$ cat src/rtl/master_mem_pkg.sv
// Shared definitions for the master memory sequencer.
//   seq_state_e : sequencer FSM states (idle, row issue, skew drain)
//   lane_lsb()  : bit offset of a lane's slice inside a packed per-lane address bus
package master_mem_pkg;

    typedef enum logic [1:0] {
        StIdle  = 2'd0,
        StRun   = 2'd1,
        StDrain = 2'd2
    } seq_state_e;

    function automatic int unsigned lane_lsb(input int unsigned lane,
                                             input int unsigned width);
        return lane * width;
    endfunction

endpackage

$ cat src/rtl/mem_lane_skew.sv
// Per-lane {en, addr} register chain feeding the systolic array's SRAM read ports.
// Ports:
//   clk, reset    : clock, synchronous active-high reset
//   hold_i        : stall; chain holds and the registered outputs go to zero
//   bypass_i      : 1 = every stage loads the input (broadcast), 0 = shift (diagonal skew)
//   flush_i       : clears the whole chain and the outputs
//   in_en_i       : lane-0 enable for this step
//   in_addr_i     : lane-0 address for this step
//   mask_i        : per-lane active mask applied to the registered outputs
//   lane_en_o     : registered per-lane read enable
//   lane_addr_o   : registered per-lane address, lane i at [i*ADDR_WIDTH +: ADDR_WIDTH]
module mem_lane_skew
    import master_mem_pkg::*;
#(
    parameter int unsigned ADDR_WIDTH = 8,
    parameter int unsigned LANES      = 16
) (
    input  logic                        clk,
    input  logic                        reset,
    input  logic                        hold_i,
    input  logic                        bypass_i,
    input  logic                        flush_i,
    input  logic                        in_en_i,
    input  logic [ADDR_WIDTH-1:0]       in_addr_i,
    input  logic [LANES-1:0]            mask_i,
    output logic [LANES-1:0]            lane_en_o,
    output logic [ADDR_WIDTH*LANES-1:0] lane_addr_o
);

    logic [LANES-1:0]                 chain_en_q, chain_en_d;
    logic [LANES-1:0][ADDR_WIDTH-1:0] chain_addr_q, chain_addr_d;
    logic [LANES-1:0]                 out_en_q, out_en_d;
    logic [ADDR_WIDTH*LANES-1:0]      out_addr_q, out_addr_d;

    always_comb begin
        chain_en_d   = chain_en_q;
        chain_addr_d = chain_addr_q;
        out_en_d     = '0;
        out_addr_d   = '0;
        if (flush_i) begin
            chain_en_d   = '0;
            chain_addr_d = '0;
        end else if (!hold_i) begin
            chain_en_d[0]   = in_en_i;
            chain_addr_d[0] = in_addr_i;
            for (int unsigned i = 1; i < LANES; i++) begin
                if (bypass_i) begin
                    chain_en_d[i]   = in_en_i;
                    chain_addr_d[i] = in_addr_i;
                end else begin
                    chain_en_d[i]   = chain_en_q[i-1];
                    chain_addr_d[i] = chain_addr_q[i-1];
                end
            end
            // Outputs mirror the new chain contents, masked; inactive lanes read as zero.
            for (int unsigned i = 0; i < LANES; i++) begin
                if (chain_en_d[i] && mask_i[i]) begin
                    out_en_d[i] = 1'b1;
                    out_addr_d[lane_lsb(i, ADDR_WIDTH) +: ADDR_WIDTH] = chain_addr_d[i];
                end
            end
        end
    end

    always_ff @(posedge clk) begin
        if (reset) begin
            chain_en_q   <= '0;
            chain_addr_q <= '0;
            out_en_q     <= '0;
            out_addr_q   <= '0;
        end else begin
            chain_en_q   <= chain_en_d;
            chain_addr_q <= chain_addr_d;
            out_en_q     <= out_en_d;
            out_addr_q   <= out_addr_d;
        end
    end

    assign lane_en_o   = out_en_q;
    assign lane_addr_o = out_addr_q;

endmodule

$ cat src/rtl/master_mem_sequencer.sv
// Address sequencer for the systolic array's input memories: per-lane addressing with a
// programmable row stride, column masking, optional diagonal skew, stall and a
// start/busy/done handshake.
// Ports:
//   clk, reset   : clock, synchronous active-high reset
//   start_i      : transfer request, sampled only while idle
//   base_addr_i  : first row address (latched on accepted start)
//   stride_i     : address increment per row (latched)
//   num_row_i    : rows per transfer minus one (latched)
//   num_col_i    : index of the highest active lane (latched)
//   skew_en_i    : 1 = diagonal skew, 0 = broadcast (latched)
//   stall_i      : freezes sequencing; outputs of the following cycle are blanked
//   busy_o       : transfer in progress
//   out_addr_o   : per-lane addresses, lane i at [i*ADDR_WIDTH +: ADDR_WIDTH]
//   out_en_o     : per-lane read enables
//   done_o       : one-cycle completion pulse
module master_mem_sequencer
    import master_mem_pkg::*;
#(
    parameter int unsigned ADDR_WIDTH = 8,
    parameter int unsigned LANES      = 16,
    parameter int unsigned CNT_W      = $clog2(LANES)
) (
    input  logic                        clk,
    input  logic                        reset,
    input  logic                        start_i,
    input  logic [ADDR_WIDTH-1:0]       base_addr_i,
    input  logic [ADDR_WIDTH-1:0]       stride_i,
    input  logic [CNT_W-1:0]            num_row_i,
    input  logic [CNT_W-1:0]            num_col_i,
    input  logic                        skew_en_i,
    input  logic                        stall_i,
    output logic                        busy_o,
    output logic [ADDR_WIDTH*LANES-1:0] out_addr_o,
    output logic [LANES-1:0]            out_en_o,
    output logic                        done_o
);

    // Step count reaches (num_row+1)+num_col <= 2*LANES-1, so one extra bit suffices.
    localparam int unsigned TW = CNT_W + 1;

    seq_state_e            state_q;
    logic                  busy_q, done_q;
    logic [TW-1:0]         t_q;        // steps already issued
    logic [TW-1:0]         total_q;    // T for the current transfer
    logic [ADDR_WIDTH-1:0] acc_q;      // address of the next row to issue
    logic [ADDR_WIDTH-1:0] stride_q;
    logic [CNT_W-1:0]      num_row_q, num_col_q;
    logic                  skew_q;

    logic [TW-1:0]         total_in;
    logic [TW-1:0]         t_inc;
    logic                  row_phase;
    logic [CNT_W-1:0]      mask_col;

    logic                  issue_en, flush, bypass;
    logic [ADDR_WIDTH-1:0] issue_addr;
    logic [LANES-1:0]      lane_mask;

    assign total_in  = TW'(num_row_i) + TW'(1) + (skew_en_i ? TW'(num_col_i) : '0);
    assign t_inc     = t_q + TW'(1);
    assign row_phase = (t_q <= TW'(num_row_q));

    // Chain drive. On the accepting start edge the live inputs are used because the
    // latches only update at that same edge.
    always_comb begin
        issue_en   = 1'b0;
        issue_addr = acc_q;
        flush      = 1'b0;
        bypass     = ~skew_q;
        mask_col   = num_col_q;
        unique case (state_q)
            StIdle: begin
                issue_en   = start_i;
                issue_addr = base_addr_i;
                bypass     = ~skew_en_i;
                mask_col   = num_col_i;
            end
            StRun, StDrain: begin
                if (t_q == total_q) begin
                    flush = ~stall_i;
                end else begin
                    issue_en = row_phase;
                end
            end
            default: ;
        endcase
    end

    always_comb begin
        lane_mask = '0;
        for (int unsigned i = 0; i < LANES; i++) begin
            lane_mask[i] = (CNT_W'(i) <= mask_col);
        end
    end

    always_ff @(posedge clk) begin
        if (reset) begin
            state_q   <= StIdle;
            busy_q    <= 1'b0;
            done_q    <= 1'b0;
            t_q       <= '0;
            total_q   <= '0;
            acc_q     <= '0;
            stride_q  <= '0;
            num_row_q <= '0;
            num_col_q <= '0;
            skew_q    <= 1'b0;
        end else begin
            done_q <= 1'b0;
            unique case (state_q)
                StIdle: begin
                    if (start_i) begin
                        stride_q  <= stride_i;
                        num_row_q <= num_row_i;
                        num_col_q <= num_col_i;
                        skew_q    <= skew_en_i;
                        total_q   <= total_in;
                        busy_q    <= 1'b1;
                        if (stall_i) begin
                            // Accepted but frozen: step 0 is issued on the next free edge.
                            acc_q   <= base_addr_i;
                            t_q     <= '0;
                            state_q <= StRun;
                        end else begin
                            acc_q   <= base_addr_i + stride_i;
                            t_q     <= TW'(1);
                            state_q <= (num_row_i == '0 && total_in > TW'(1)) ? StDrain : StRun;
                        end
                    end
                end
                StRun, StDrain: begin
                    if (!stall_i) begin
                        if (t_q == total_q) begin
                            state_q <= StIdle;
                            busy_q  <= 1'b0;
                            done_q  <= 1'b1;
                            t_q     <= '0;
                        end else begin
                            t_q <= t_inc;
                            if (row_phase) begin
                                acc_q <= acc_q + stride_q;
                            end
                            if (t_inc > TW'(num_row_q) && t_inc < total_q) begin
                                state_q <= StDrain;
                            end
                        end
                    end
                end
                default: state_q <= StIdle;
            endcase
        end
    end

    mem_lane_skew #(
        .ADDR_WIDTH (ADDR_WIDTH),
        .LANES      (LANES)
    ) u_lane_skew (
        .clk         (clk),
        .reset       (reset),
        .hold_i      (stall_i),
        .bypass_i    (bypass),
        .flush_i     (flush),
        .in_en_i     (issue_en),
        .in_addr_i   (issue_addr),
        .mask_i      (lane_mask),
        .lane_en_o   (out_en_o),
        .lane_addr_o (out_addr_o)
    );

    assign busy_o = busy_q;
    assign done_o = done_q;

endmodule

$ cat config.mk
export PLATFORM = sky130hd
export DESIGN_NAME = master_mem_sequencer
export DESIGN_NICKNAME = d
export VERILOG_FILES = /design/src/rtl/master_mem_pkg.sv /design/src/rtl/mem_lane_skew.sv /design/src/rtl/master_mem_sequencer.sv
export SDC_FILE = /design/constraint.sdc
export NUM_CORES = 1
export LEC_CHECK = 0
export CORE_ASPECT_RATIO = 0.5
export CORE_MARGIN = 2
export CORE_UTILIZATION = 50
export DETAILED_ROUTE_END_ITERATION = 8
export HOLD_SLACK_MARGIN = 0.15
export PLACE_DENSITY = 0.83
export SYNTH_ARGS = -nofsm -noshare
export SYNTH_HDL_FRONTEND = slang
export SYNTH_SLANG_ARGS = --single-unit
$ cat constraint.sdc
create_clock -name clk -period 3.68 [get_ports clk]
set_clock_uncertainty 0.05 [all_clocks]
set_input_delay 0.736 -clock clk [delete_from_list [all_inputs] [get_ports clk]]
set_output_delay 0.736 -clock clk [all_outputs]
set_load 0.005 [all_outputs]
==> metrics.md <==
| Metric | Value |
|---|---|
| Startpoint of the lowest-slack register-to-register path | state_q[0]$_SDFFE_PP0P_ |
| Critical path endpoint category | flop |
| DRT antenna net count | 0 |
| Total number of nets in the final design | 1772 |
| Post-cts resize count | 0 |
| Share of final-layout standard cells stronger than drive strength 1 | 7.180% |
| Via density | 5.797 |
| Headroom to the max-slew limit | 17.02% |
| P&R area growth vs syn | 23.65% |
| Reported leakage power | 6.224 nW |
| Cell count after placement | 2020 |
| Hold Crit Start | u_lane_skew.chain_en_q[0]$_SDFFE_PP0N_ |
| Clock tree from TritonCTS | yes |
| Number of buffers inserted for hold repair after clock tree synthesis | 0 |
| Library cell appearing most often on the critical path | inv_1 |
| Deepest level of the CTS H-tree | 1 |
| Met3 capacity usage during global routing | 6.710% |
| Vertical die dimension | 117.9 um |
| Number of antenna violations at the first check in global routing | 0 |
| Count of unresolved DRC violations after routing | 0 |
| Met2 track demand over resource in global routing | 41.81% |
| IO Port Bufs | 174 |
| Share of the yosys chip area belonging to registers | 49.07% |
| Crit-path max cell delay | 0.67 ns |
| Final global-route overflow total | 0 |
| Top flip-flop cell by instance count after synthesis | dfxtp_1 |
| Pre-CTS setup slack | 0.5252 ns |
| Critical path start-end classification | flop to flop |
| Final worst-path cycle share | 86.27% |
| Syn_nets | 1635 |
| Most frequent cells in the layout | nor2_1, dfxtp_1, a21oi_1 |
| Weighted congestion at the end of routability-driven global placement | 0.9018 |
| Number of non-filler instances in the completed layout | 2071 |
| Capture point of the worst reg-to-reg path | u_lane_skew.chain_en_q[1]$_SDFFE_PP0N_ |
| Type of element launching the critical path | flop |
| Pre-Repair DR Iteration Count | 5 |
| Power density cells | 780.3 nW/um^2 |
| Met1 routing resource usage after global routing | 35.57% |
| Asr flop ratio synth | 0% |
| Measured slew at the worst slew-check pin | 1.240 ns |
| Minimum period implied by the final worst setup slack | 3.175 ns |
| First-pass GRT wire length | 58500 um |
| Final Routed Wirelength | 37920 um |
| DIE AREA | 27330 um^2 |
| Overall routing resource usage | 26.74% |
| Number of standard cells after synthesis | 1569 |
| Via count of the first global-routing pass | 10900 |
| Site row count | 41 |
| Endpoint required time on the critical path | 4.06 ns |
| Top Ports | 175 |
| Slowest-stage cell, CP | ha_1 |
| Die Span X | 231.8 um |
| Worst path arrival time | 3.55 ns |
| Leading cell type in the layout, fill and taps excluded | nor2_1 |
| Hold Crit Class | flop to flop |
| EDFF count, synth | 0 |
| Initial cell density of the core | 51.19% |
| Worst Hold Depth | 2 |
| Num CTS Buffers | 28 |
| Setup repair after global routing missed its margin | no |
| ANT cells | 0 |
| Total standard cell area after synthesis | 12970 um^2 |
| Buf+Inv Stages, Crit Path | 3 |
| Maximum fanout encountered on the critical timing path | 24 |
| Max frequency | 0.3150 GHz |
| Series of cell instances along the critical path | inv_1 -> ha_1 -> inv_1 -> nor3_1 -> nor3_4 -> buf_4 -> and3_1 -> a221o_1 |
| Hold-critical path endpoint | u_lane_skew.chain_en_q[0]$_SDFFE_PP0N_ |
| Final count of hold timing violations | 0 |
| Initial DRC Count | 1598 |
| FF-to-FF setup slack | 0.51 ns |
| Busiest layer in global routing | met2 |
| Setup Buffers After CTS | 0 |
| Max IR drop VDD | 0.0004539 V |
| WL/cell | 18.31 um |
| Final core occ | 63.30% |
| Worst-skew pair later-pin latency | 0.55 ns |
| Setup-violating endpoint count in the final report | 0 |
| Final total negative setup slack | 0 ns |
| Depth of the worst register-to-register path | 8 |
| Clock tree buffer depth | 3 |
| Average instance area after synthesis | 8.269 um^2 |
| DP HPWL | 25210 um |
| Core region area | 25340 um^2 |
| Clock slew at reported path FFs | 0.07 ns |
| Synthesized flop and latch total | 318 |
| Distinct cells, synth | 69 |
| Clock tree root buffer cell | clkbuf_16 |
| Worst Setup Slack, final | 0.5052 ns |
| Max-capacitance violation count | 0 |
| Warning count from the yosys run | 0 |
| Num Clock Sinks | 318 |
| Routed vias | 12010 |
| Hold slack final | 0.4092 ns |
| Result of the run | complete, no violations |
| Worst path top cell family by delay | simple AND/OR/NAND/NOR gates |
| Slew Limit Fails | 0 |
| Pin count of the biggest net entering global routing | 213 |
## where the power goes
part / switching (mW) / internal [mW]
clock: 1.33 / 1.85
sequential: 0.427 / 4.05
combinational: 3.14 / 1.72
## synthesized netlist by cell type, drive strengths merged (3+ instances only)
master  instances  area, um^2
nor3b           6       45.04
nand4b          3       26.28
mux2            4       45.04
ha             34       425.4
xor2            3       26.28
o21ai          52       260.2
nor4            9       100.1
a21oi         237        1197
o21a            5       37.54
fa              3       60.06
a21o            6       45.04
a32oi           3       26.28
nor2b          12       75.07
o31ai           3       36.28
nand2          83       311.6
nor3          109       556.8
nand2b          3       18.77
o211ai         11       112.6
xnor2          10       87.58
inv            28       105.1
o22ai           3       18.77
and2           22       137.6
a31oi           3       18.77
or3             9       56.30
clkbuf         61       229.0
nor2          394        1479
a221o           9       90.09
dfxtp         318        6366
o221ai          8       95.09
nand3          10       55.05
buf            44       212.7
a211oi         12       102.6
mux2i          16       163.9
nor4b          10       112.6
## sequential cells by signal, summed over array words and instances, names as in the netlist
signal,count
u_lane_skew.lane_addr_o,128
u_lane_skew.chain_addr_q,120
u_lane_skew.lane_en_o,16
u_lane_skew.chain_en_q,15
acc_q,8
stride_q,8
t_q,5
total_q,5
num_col_q,4
num_row_q,4
state_q,2
busy_o,1
done_o,1
skew_q,1
## how the worst max path moves through the flow
stage                            startpoint                                     end  cells after the start  slack [ns]
floorplan                      num_col_i[1]                 state_q[1]$_SDFFE_PP0P_                      9        1.30
global placement                  skew_en_i                 state_q[1]$_SDFFE_PP0P_                     10        0.59
detailed placement                skew_en_i                 state_q[1]$_SDFFE_PP0P_                     10        0.53
CTS                 state_q[0]$_SDFFE_PP0P_  u_lane_skew.chain_en_q[1]$_SDFFE_PP0N_                      8        0.58
global route        state_q[1]$_SDFFE_PP0P_  u_lane_skew.chain_en_q[1]$_SDFFE_PP0N_                      8        0.36
finish              state_q[0]$_SDFFE_PP0P_  u_lane_skew.chain_en_q[1]$_SDFFE_PP0N_                      8        0.51
## worst min-delay path: cells and delay by family (launching register included)
family           cells  cell delay, ns
DFF                  1            0.32
and+or+nand+nor      2            0.10
## cells by family (layout without fill, tap and decap cells)
family	after synthesis	after routing	synth area share, %
AOI/OAI and AO/OA	368	368	17.02
muxes	20	20	1.610
adders and majority gates	37	37	3.742
and+or+nand+nor	679	679	23.44
buffers and inverters	134	292	4.243
xor gates and xnor gates	13	13	0.8776
DFF	318	318	49.07
## metal layers
metal  up-vias  part of all wire, %
met2       649                   45
met4         0                  3.8
met3       106                   10
li1       5652                    -
met5         -                    0
met1      5599                   41
## through the flow
step / cell area (um^2) / power [mW]
finish: 16040 / 12.52
global route: 16040 / 13.15
CTS: 16040 / 12.39
detailed placement: 15040 / 9.193
global placement: 15040 / 9.100
floorplan: 12970 / 7.557
## layout make-up
type	instances	area, um^2
clock buffers	35	777.0
clock inverters	16	227.7
fillers	2083	9300
inverters	29	108.9
multi-input cells	1117	6066
flip-flops and latches	318	6366
well taps	344	430.4
repair buffers	212	2066
Note: power is estimated with default switching activity, not from simulation.
